`config.mk`:
```
export PLATFORM = sky130hd
export DESIGN_NAME = motor_cmd_dispatch
export DESIGN_NICKNAME = d
export VERILOG_FILES = /design/src/rtl/vert_pkg.sv /design/src/rtl/cmd_fifo.sv /design/src/rtl/motor_cmd_dispatch.sv
export SDC_FILE = /design/constraint.sdc
export NUM_CORES = 1
export LEC_CHECK = 0
export BUFFER_PORTS_ARGS = -buffer_cell sky130_fd_sc_hd__clkbuf_2
export CORE_MARGIN = 4
export CORE_UTILIZATION = 40
export CTS_CLUSTER_DIAMETER = 80
export DETAILED_ROUTE_END_ITERATION = 7
export GPL_TIMING_DRIVEN = 0
export PLACE_DENSITY = 0.67
export SYNTH_ARGS = -nofsm -noshare
export SYNTH_HDL_FRONTEND = slang
export SYNTH_SLANG_ARGS = --single-unit
```
`constraint.sdc`:
```
create_clock -name CLK_SE_AR -period 3.1 [get_ports CLK_SE_AR]
set_input_delay 0.155 -clock CLK_SE_AR [delete_from_list [all_inputs] [get_ports CLK_SE_AR]]
set_output_delay 0.155 -clock CLK_SE_AR [all_outputs]
set_load 0.02 [all_outputs]
```
`src/rtl/vert_pkg.sv`:
```
// Shared frame layout, status pack constants and TX state type for the
// motor command dispatcher.
package vert_pkg;

  localparam int unsigned FRAME_LEN = 5;
  localparam int unsigned FRAME_W   = 8 * FRAME_LEN;

  localparam int unsigned CH_LSB    = 0;
  localparam int unsigned CH_W      = 4;
  localparam int unsigned DIV_LSB   = 4;
  localparam int unsigned DIV_W     = 15;
  localparam int unsigned STEPS_LSB = 19;
  localparam int unsigned STEPS_W   = 15;
  localparam int unsigned DIR_BIT   = 34;

  localparam int unsigned CMD_W     = DIV_W + STEPS_W + 1;

  localparam int unsigned TAG_W     = 3;
  localparam int unsigned GROUP_W   = 5;

  typedef enum logic [1:0] {
    IDLE,
    SEND,
    GAP
  } txState_t;

  function automatic int unsigned groupCount(input int unsigned nch);
    return (nch + GROUP_W - 1) / GROUP_W;
  endfunction

endpackage

```
`src/rtl/cmd_fifo.sv`:
```
// Per-channel command queue: registered occupancy, no fall-through, flushable.
module cmd_fifo #(
  parameter int unsigned WIDTH = 31,
  parameter int unsigned DEPTH = 4
) (
  input  logic             CLK_SE_AR,
  input  logic             rst_n,
  input  logic             push,
  input  logic [WIDTH-1:0] pushData,
  input  logic             pop,
  input  logic             flush,
  output logic             valid,
  output logic             full,
  output logic [WIDTH-1:0] headData
);

  localparam int unsigned AW = (DEPTH > 1) ? $clog2(DEPTH) : 1;
  localparam logic [AW:0] FULL_OCC = (AW + 1)'(DEPTH);

  logic [WIDTH-1:0] mem [DEPTH];
  logic [AW-1:0]    wrPtr;
  logic [AW-1:0]    rdPtr;
  logic [AW:0]      occ;
  logic             pushOk;
  logic             popOk;

  assign valid    = (occ != '0);
  assign full     = (occ == FULL_OCC);
  // Admission looks only at the current occupancy, so a same-cycle pop never frees room.
  assign pushOk   = push & ~full;
  assign popOk    = pop & valid;
  assign headData = valid ? mem[rdPtr] : '0;

  always_ff @(posedge CLK_SE_AR) begin
    if (!rst_n) begin
      wrPtr <= '0;
      rdPtr <= '0;
      occ   <= '0;
    end else if (flush) begin
      wrPtr <= '0;
      rdPtr <= '0;
      occ   <= '0;
    end else begin
      if (pushOk) wrPtr <= wrPtr + AW'(1);
      if (popOk)  rdPtr <= rdPtr + AW'(1);
      unique case ({pushOk, popOk})
        2'b10:   occ <= occ + (AW + 1)'(1);
        2'b01:   occ <= occ - (AW + 1)'(1);
        default: occ <= occ;
      endcase
    end
  end

  always_ff @(posedge CLK_SE_AR) begin
    if (rst_n && !flush && pushOk) mem[wrPtr] <= pushData;
  end

endmodule

```
`src/rtl/motor_cmd_dispatch.sv`:
```
// UART frame parser feeding per-channel motor command queues, plus a
// free-running status transmitter reporting pending and limit-switch bits.
module motor_cmd_dispatch
  import vert_pkg::*;
#(
  parameter int unsigned NCH       = 10,
  parameter int unsigned DEPTH     = 4,
  parameter int unsigned TO_CYCLES = 2400000,
  parameter int unsigned BYTE_GAP  = 4095,
  parameter int unsigned PACK_GAP  = 262143
) (
  input  logic                 CLK_SE_AR,
  input  logic                 rst_n,
  input  logic [7:0]           rx_data,
  input  logic                 rx_valid,
  output logic [NCH-1:0]       cmd_valid,
  input  logic [NCH-1:0]       cmd_ready,
  output logic [DIV_W*NCH-1:0] cmd_div,
  output logic [DIV_W*NCH-1:0] cmd_steps,
  output logic [NCH-1:0]       cmd_dir,
  input  logic [NCH-1:0]       term,
  output logic [7:0]           tx_data,
  output logic                 tx_start,
  output logic [NCH-1:0]       ovf_flag,
  output logic                 frame_err
);

  localparam int unsigned G     = groupCount(NCH);
  localparam int unsigned PAD_W = GROUP_W * G;
  localparam logic [TAG_W-1:0] LAST_K = TAG_W'(2 * G - 1);
  localparam logic [31:0] TO_LOAD   = 32'(TO_CYCLES);
  localparam logic [31:0] BYTE_LOAD = 32'(BYTE_GAP - 1);
  localparam logic [31:0] PACK_LOAD = 32'(PACK_GAP - 1);

  // ---------------- frame parser ----------------
  logic [FRAME_W-1:0] frame;
  logic [2:0]         byteCnt;
  logic [31:0]        toCnt;
  logic               commit;
  logic               chOk;
  logic               isFlush;
  logic [4:0]         chIdx;
  logic [CMD_W-1:0]   cmdWord;

  assign commit  = (byteCnt == 3'(FRAME_LEN));
  assign chIdx   = {1'b0, frame[CH_LSB +: CH_W]};
  assign chOk    = (chIdx < 5'(NCH));
  assign isFlush = (frame[STEPS_LSB +: STEPS_W] == '0);
  assign cmdWord = {frame[DIR_BIT], frame[STEPS_LSB +: STEPS_W], frame[DIV_LSB +: DIV_W]};

  always_ff @(posedge CLK_SE_AR) begin
    if (!rst_n) begin
      frame     <= '0;
      byteCnt   <= '0;
      toCnt     <= '0;
      frame_err <= 1'b0;
    end else begin
      frame_err <= 1'b0;
      if (rx_valid) begin
        // A byte arriving on the commit cycle starts the next frame.
        frame   <= {rx_data, frame[FRAME_W-1:8]};
        toCnt   <= TO_LOAD;
        byteCnt <= commit ? 3'd1 : byteCnt + 3'd1;
      end else begin
        if (toCnt != '0) toCnt <= toCnt - 32'd1;
        if (commit) begin
          byteCnt <= '0;
        end else if (toCnt == 32'd1 && byteCnt != '0) begin
          byteCnt   <= '0;
          frame_err <= 1'b1;
        end
      end
      if (commit && !chOk) frame_err <= 1'b1;
    end
  end

  // ---------------- per-channel queues ----------------
  for (genvar c = 0; c < NCH; c++) begin : g_ch
    logic             chHit;
    logic             pushC;
    logic             flushC;
    logic             fullC;
    logic             ovfReg;
    logic [CMD_W-1:0] head;

    assign chHit  = commit && chOk && (chIdx == 5'(c));
    assign pushC  = chHit && !isFlush;
    assign flushC = chHit && isFlush;

    cmd_fifo #(
      .WIDTH (CMD_W),
      .DEPTH (DEPTH)
    ) u_fifo (
      .CLK_SE_AR (CLK_SE_AR),
      .rst_n     (rst_n),
      .push      (pushC),
      .pushData  (cmdWord),
      .pop       (cmd_valid[c] & cmd_ready[c]),
      .flush     (flushC),
      .valid     (cmd_valid[c]),
      .full      (fullC),
      .headData  (head)
    );

    always_ff @(posedge CLK_SE_AR) begin
      if (!rst_n)              ovfReg <= 1'b0;
      else if (flushC)         ovfReg <= 1'b0;
      else if (pushC && fullC) ovfReg <= 1'b1;
    end

    assign ovf_flag[c]                  = ovfReg;
    assign cmd_div[DIV_W*c +: DIV_W]    = head[DIV_W-1:0];
    assign cmd_steps[DIV_W*c +: DIV_W]  = head[DIV_W +: STEPS_W];
    assign cmd_dir[c]                   = head[CMD_W-1];
  end

  // ---------------- status transmitter ----------------
  txState_t           state;
  txState_t           nextState;
  logic [TAG_W-1:0]   k;
  logic [TAG_W-1:0]   kNext;
  logic [31:0]        gapCnt;
  logic [31:0]        gapNext;
  logic [PAD_W-1:0]   pPad;
  logic [PAD_W-1:0]   tPad;
  logic [GROUP_W-1:0] dataBits;

  always_comb begin
    pPad            = '0;
    tPad            = '0;
    pPad[NCH-1:0]   = cmd_valid;
    tPad[NCH-1:0]   = ~term;
    dataBits        = '0;
    for (int unsigned g = 0; g < G; g++) begin
      if (k == TAG_W'(g))     dataBits = pPad[GROUP_W*g +: GROUP_W];
      if (k == TAG_W'(g + G)) dataBits = tPad[GROUP_W*g +: GROUP_W];
    end
  end

  always_comb begin
    nextState = state;
    kNext     = k;
    gapNext   = gapCnt;
    unique case (state)
      IDLE: begin
        nextState = SEND;
        kNext     = '0;
      end
      SEND: begin
        nextState = GAP;
        if (k == LAST_K) begin
          gapNext = PACK_LOAD;
          kNext   = '0;
        end else begin
          gapNext = BYTE_LOAD;
          kNext   = k + TAG_W'(1);
        end
      end
      GAP: begin
        if (gapCnt == '0) nextState = SEND;
        else              gapNext   = gapCnt - 32'd1;
      end
      default: nextState = IDLE;
    endcase
  end

  always_ff @(posedge CLK_SE_AR) begin
    if (!rst_n) begin
      state    <= IDLE;
      k        <= '0;
      gapCnt   <= '0;
      tx_start <= 1'b0;
      tx_data  <= '0;
    end else begin
      state    <= nextState;
      k        <= kNext;
      gapCnt   <= gapNext;
      tx_start <= (state == SEND);
      if (state == SEND) tx_data <= {k, dataBits};
    end
  end

endmodule

```
==> impl_metrics.yaml, run 1 <==
run:
  drv_cap: 0
detailed_routing:
  wl_mm: 149
  num_vias: 30791
  route.detailed.drc: 0
  vias_per_cell: 5.28
  wl_per_cell_um: 25.6
  first_pass_iters: 5
  ant_nets: 0
  drt_iter0_markers: 2907
clock_network:
  cts_tree: "built"
  cts-htree-levels: 4
  numCtsBuffers: 148
  clk_latency_ns: 0.79
  clk_path_buf_depth: 3
  cts_sinks: 1462
  cts.clk_slew.worst_paths_ns: 0.06
  cts_root_buf: "clkbuf_16"
final_layout:
  syn2layout_area_growth_pct: 18.8
  fin_nets: 3917
  final_area_um2: 68000
  final_cells: 5833
  drive_above_1_share_pct: 28.5
  fin_util_pct: 47.9
synth:
  yosys.cell_count.top_type: "edfxtp_1"
  yosys_warnings: 0
  synth.avg_cell_area_um2: 17.9
  synthTopCellsByCount: "1240 x edfxtp_1, 356 x and2_1, 310 x mux4_2"
  syn_inst: 3189
  synth_top_cell_area_share_pct: 65.1
  synth_area_leaders: "edfxtp_1 65%, mux4_2 12%, dfxtp_1 7.8%"
  synth_edf_count: 1240
  syn_nets: 3288
  ys_ff_latch: 1462
  ys_seq_area_share_pct: 72.8
  syn_area_um2: 57200
  yosysTopAreaCell: "edfxtp_1"
  synth_flop_cell: "edfxtp_1"
  synth-async-reset-ratio_pct: 0
  synthDistinctLibCells: 64
grt:
  grt_pass1_wl_mm: 209
  grt_max_degree: 38
  grt_pass1_vias: 30303
  grt_use_total_pct: 19.6
  grt_overflow: 0
  antenna_found_initial: 11
placed_design:
  dp.cells: 5484
  dp_slack_ns: -1.21
  io_buffers: 369
  place.gp.congestion: 0.772
  place_hpwl_mm: 94.9
  place_area_um2: 62300
power:
  leakage_nw: 23.3
  p_seq_share_pct: 54.2
  clkPwrFrac_pct: 43.1
  power_density_nw_per_um2: 579
  peakVddDrop_v: 0.000397
  p_sw_mw: 8.34
  switching_share_pct: 21.2
  p_int_mw: 31.0
  power_frac_comb_pct: 2.7
critical_path:
  r2r-start: "frame[26]$_SDFFE_PN0P_"
  cp.required_ns: 3.75
  cp.arrival_ns: 3.69
  critical_path.startpoint: "frame[26]$_SDFFE_PN0P_"
  worst_setup_path_end_kind: "register"
  worstSetupPathType: "register to register"
  crit_fanout: 19
  start_kind: "register"
run_status:
  status: "completed"
sta:
  setup_ws_ns: 0.0586
  tightest_slew_ns: 1.21
  maxSlewHeadroom_pct: 18.7
  layout_min_cycle_time_ns: 3.04
  fmax_mhz: 329
  setup_viol_count_final: 0
  finalHoldViolCount: 0
  fin_crit_sh_pct: 98.1
  hold_ws_ns: 0.172
  slew_violations: 0
  fin_skew_ns: 0.0297
floorplan:
  boundaryPins: 371
  dieArea_um2: 149000
  initial_core_util_pct: 40.4
  die_y_um: 386
  core_area_um2: 142000
  rows: 138
  dieWidth_um: 386
worst_hold_path:
  hold_path_class: "input pin to register"
  hold_path_startpoint: "rx_valid"
[critical path, stage by stage (launching register included)]
cell and delay [ns]:
dfxtp_4 0.57, nor4_1 0.12, nand4_1 0.21, clkinvlp_4 0.25
buf_4 0.21, or3b_2 0.55, ha_1 0.24, inv_1 0.08
fa_1 0.19, xor2_1 0.19, nor2_1 0.08, xnor2_1 0.14
nor2_1 0.05
[routing by layer]
metal | wire [um] | vias up | track usage [%]
met5 | 0 | - | 0
met1 | 61500 | 16037 | 27.0
met4 | 3570 | 0 | 5.32
met3 | 11700 | 189 | 4.10
met2 | 72500 | 1064 | 31.8
li1 | - | 13501 | -
[placed cells by master, fill, tap and decap left out, types with 8 or more instances in the layout]
cell type         n
nor3_1           19
clkbuf_2        399
and3_1           12
nor4_1           18
fa_1             10
mux2i_1          50
a31oi_1          11
nand3b_1          8
and2_1          320
ha_1             58
and2_2           11
nand2_1          62
clkbuf_1        127
a21oi_1          67
o21ai_0          17
and2_4           35
xor2_1           55
buf_4            50
nor3_2            8
buf_12           33
clkinv_1         30
or3_1            13
dfxtp_4          15
dfxtp_1         191
mux4_2          310
clkbuf_16       151
nor3_4            8
nor2_1          227
xnor2_1          47
or4_1             9
edfxtp_1       1240
nand2b_1          8
clkinv_2         25
nand3_1          22
dlygate4sd3_1    32
buf_1            14
inv_1            79
dfxtp_2          16
[flip-flops by register name, indices dropped and copies added, names as in the netlist, named ones only]
name	cells
tx_start	1
g_ch.u_fifo.rdPtr	20
k	3
toCnt	32
tx_data	8
state	2
frame	40
frame_err	1
byteCnt	3
g_ch.u_fifo.mem	1240
g_ch.ovfReg	10
g_ch.u_fifo.occ	30
g_ch.u_fifo.wrPtr	20
gapCnt	32
[worst paths after layout]
check / to / slack, ns / depth (start not counted)
worst min register to register: tx_data[6]$_SDFFE_PN0P_ / 0.47 / 2
worst max-delay path: g_ch[8].u_fifo.occ[2]$_SDFFE_PP0P_ / 0.06 / 12
worst max register to register: g_ch[8].u_fifo.occ[2]$_SDFFE_PP0P_ / 0.06 / 12
worst min-delay path: byteCnt[2]$_SDFFE_PN0P_ / 0.17 / 4
[power groups by stage]
stage                     Sequential [mW]  Combinational, mW  Clock, mW
after floorplan                      21.8              0.544          0
after global placement               21.9              0.774          0
after detailed placement             21.8              0.936          0
after CTS                            21.4              0.976       17.3
after global routing                 21.3               1.15       18.1
final                                21.3               1.06       17.0
[what timing repair did]
| action | CTS | global route |
|---|---|---|
| gates resized for setup | 60 | 94 |
| pin swaps | 11 | 11 |
| hold buffers | 32 | 0 |
| endpoints found under the setup margin | 1597 | 1555 |
| gates cloned | 4 | 7 |
| buffers inserted | 7 | 27 |
| endpoints found under the hold margin | 53 | 0 |
[stage by stage]
step	power, mW	setup TNS [ns]
3_3_place_gp	22.7	-3243.08
5_1_grt	40.6	-3.76
4_1_cts	39.6	-137.33
3_5_place_dp	22.7	-1014.09
6_report	39.3	0
2_1_floorplan	22.3	-43.13
[cell type report]
type                       instances  area [um2]
tap                             1890        2360
clock buffer                     190        3910
inverter                          81         308
sequential                      1462       41800
buffer                           157         724
multi-input combinational       1496       14900
antenna                            3        7.51
clock inverter                    82         683
timing repair buffer             472        3280
fill                           11806       73800
[logic make-up (layout without fill, tap and decap cells)]
| group | count (synthesis) | in the layout | share of synthesized area [%] |
|---|---|---|---|
| simple gates | 814 | 824 | 7.65 |
| xor+xnor | 102 | 102 | 1.56 |
| other cells | 0 | 3 | 0 |
| fa+ha+maj | 68 | 68 | 1.62 |
| flops | 1462 | 1462 | 72.8 |
| compound gates | 141 | 141 | 1.51 |
| mux | 361 | 361 | 13.1 |
| buf+inv | 241 | 982 | 1.72 |
(Power assumes the default switching activity.)
==> run 2, diff against run 1 <==
CORE_UTILIZATION = 54   (was 40)
MAX_ROUTING_LAYER = met4   (was not set)
PLACE_DENSITY = 0.83   (was 0.67)
==> impl_metrics.yaml, run 2 (same netlist as run 1, synthesis figures left out) <==
clock_network:
  clk_latency_ns: 0.75
  cts_sinks: 1462
  cts.clk_slew.worst_paths_ns: 0.06
  numCtsBuffers: 142
  cts_tree: "built"
  cts-htree-levels: 4
  clk_path_buf_depth: 3
  cts_root_buf: "clkbuf_16"
critical_path:
  crit_top_cell: "clkbuf_1"
  path_cells: "or3_1 -> clkbuf_1 -> clkbuf_1 -> and2_1 -> clkbuf_2"
  path_buf_inv: 3
  start_kind: "register"
  max_stage_delay_ns: 0.59
  r2r-start: "frame[30]$_SDFFE_PN0P_"
  r2r_cells: 8
  critPathSlowestCell: "clkbuf_1"
  worstSetupPathType: "register to output port"
  worst_setup_path_end_kind: "output port"
  cp.arrival_ns: 2.81
  cp.required_ns: 2.94
  crit_fanout: 10
  worst-r2r-setup-slack_ns: 0.14
  timing.rr.end: "g_ch[0].u_fifo.mem[1][12]$_DFFE_PP_"
  crit_family: "buffers and inverters"
floorplan:
  dieArea_um2: 111000
  rows: 119
  boundaryPins: 371
  initial_core_util_pct: 54.4
  dieWidth_um: 334
  die_y_um: 334
  core_area_um2: 105000
final_layout:
  layout_top_registers: "g_ch.u_fifo.mem: 1240 flops, frame: 40 flops"
  layout_commonest_cell: "edfxtp_1"
  layout_common_cells: "1240 x edfxtp_1, 394 x clkbuf_2, 320 x and2_1"
  syn2layout_area_growth_pct: 17.3
  drive_above_1_share_pct: 28.6
  fin_nets: 3909
  largest_reg_flops: 1240
  regMostFlops: "g_ch.u_fifo.mem"
  seq_area_um2: 41800
  multi_input_area_um2: 14900
  fill_cells: 6862
  final_cells: 5318
sta:
  fin_skew_ns: 0.0294
  maxSlewHeadroom_pct: 11.3
  hold_ws_ns: 0.0527
  fin_crit_sh_pct: 95.7
  layout_min_cycle_time_ns: 2.97
  finalHoldViolCount: 0
  fmax_mhz: 337
  tightest_slew_ns: 1.32
  slew_violations: 0
  setup_viol_count_final: 0
worst_hold_path:
  worstHoldPathCells: 4
  hold_path_class: "input pin to register"
  hold_end: "g_ch[1].u_fifo.rdPtr[0]$_SDFFE_PP0P_"
  hold_path_startpoint: "cmd_ready[1]"
detailed_routing:
  drt_iter0_markers: 3911
  ant_nets: 0
  first_pass_iters: 7
  wl_mm: 149
  num_vias: 32183
  route.detailed.drc: 0
  wl_per_cell_um: 28.1
  vias_per_cell: 6.05
grt:
  grt_use_met3_pct: 4.92
  grt_use_met1_pct: 36.0
  grt_use_total_pct: 27.4
  use_met2_pct: 42.6
  grt_pass1_wl_mm: 216
  grt_overflow: 0
  grt_pass1_vias: 32094
  top_usage_layer: "met2"
  grt_max_degree: 33
  antenna_found_initial: 12
power:
  leakage_nw: 23.1
  power_density_nw_per_um2: 583
  peakVddDrop_v: 0.000434
  p_total_mw: 39.1
run:
  drv_cap: 0
placed_design:
  dp.cells: 4983
  place.gp.congestion: 0.852
  io_buffers: 369
  place_hpwl_mm: 89.8
run_status:
  status: "completed"
-- run 2: cell type report --
class                   count  area share, %
well taps                1391           2.59
repair inverters            1         0.0112
repair buffers            470           4.71
inverters                  81          0.459
multi-input cells        1496           22.2
clock buffers             187           5.75
plain buffers             156           1.09
flip-flops and latches   1462           62.2
diodes                      4         0.0149
clock inverters            70          0.891
-- run 2: worst reg2reg max path, cell delays in order (launching register included) --
cell and delay, ns:
dfxtp_4 0.59, nor3_1 0.14, nand4_1 0.20, buf_4 0.26
nand3_1 0.37, inv_1 0.20, nand3_2 0.35, nor2_4 0.26
buf_12 0.23
-- run 2: through the flow --
step	util (%)	setup WS [ns]	instance area [um2]	setup TNS, ns
global placement	57.8	-3.27	60800	-2828.98
floorplan	-	-0.348	57200	-43.13
finish	63.7	0.134	67100	0
global route	63.7	-0.0134	67100	-0.0134
CTS	63.4	-0.301	66700	-44.25
detailed placement	58.5	-0.989	61600	-780.75
-- run 2: what timing repair did --
action / CTS / global route
pin swaps: 15 / 2
hold buffers: 29 / 0
cloned: 10 / 3
endpoints found under the setup margin: 1476 / 1114
hold endpoints to repair: 37 / 0
buffers inserted: 11 / 25
gates resized for setup: 67 / 81
-- run 2: worst max path at each step --
stage	start	end	slack, ns	cells after the start
final	g_ch[6].u_fifo.occ[2]$_SDFFE_PP0P_	cmd_steps[91]	0.13	5
after floorplan	frame[26]$_SDFFE_PN0P_	g_ch[0].u_fifo.mem[0][0]$_DFFE_PP_	-0.35	7
after global placement	frame[26]$_SDFFE_PN0P_	g_ch[0].u_fifo.mem[1][22]$_DFFE_PP_	-3.27	7
after global routing	frame[26]$_SDFFE_PN0P_	g_ch[2].u_fifo.occ[2]$_SDFFE_PP0P_	-0.01	13
after CTS	byteCnt[0]$_SDFFE_PN0P_	g_ch[8].u_fifo.occ[2]$_SDFFE_PP0P_	-0.30	13
after detailed placement	frame[29]$_SDFFE_PN0P_	g_ch[0].u_fifo.mem[2][22]$_DFFE_PP_	-0.99	8
-- run 2: power breakdown --
part           leakage, nW  switching (mW)  internal [mW]  total (mW)
sequential            13.5           0.128           21.2        21.3
clock                 2.16            7.41           9.34        16.7
combinational         7.46           0.708          0.355        1.06
total                 23.1            8.25           30.9        39.1
-- run 2: routing by layer --
layer  vias up  wire (um)
li1      13473          -
met4         0       6910
met2      1828      72800
met3       351      14000
met1     16531      55600
met5         -          0
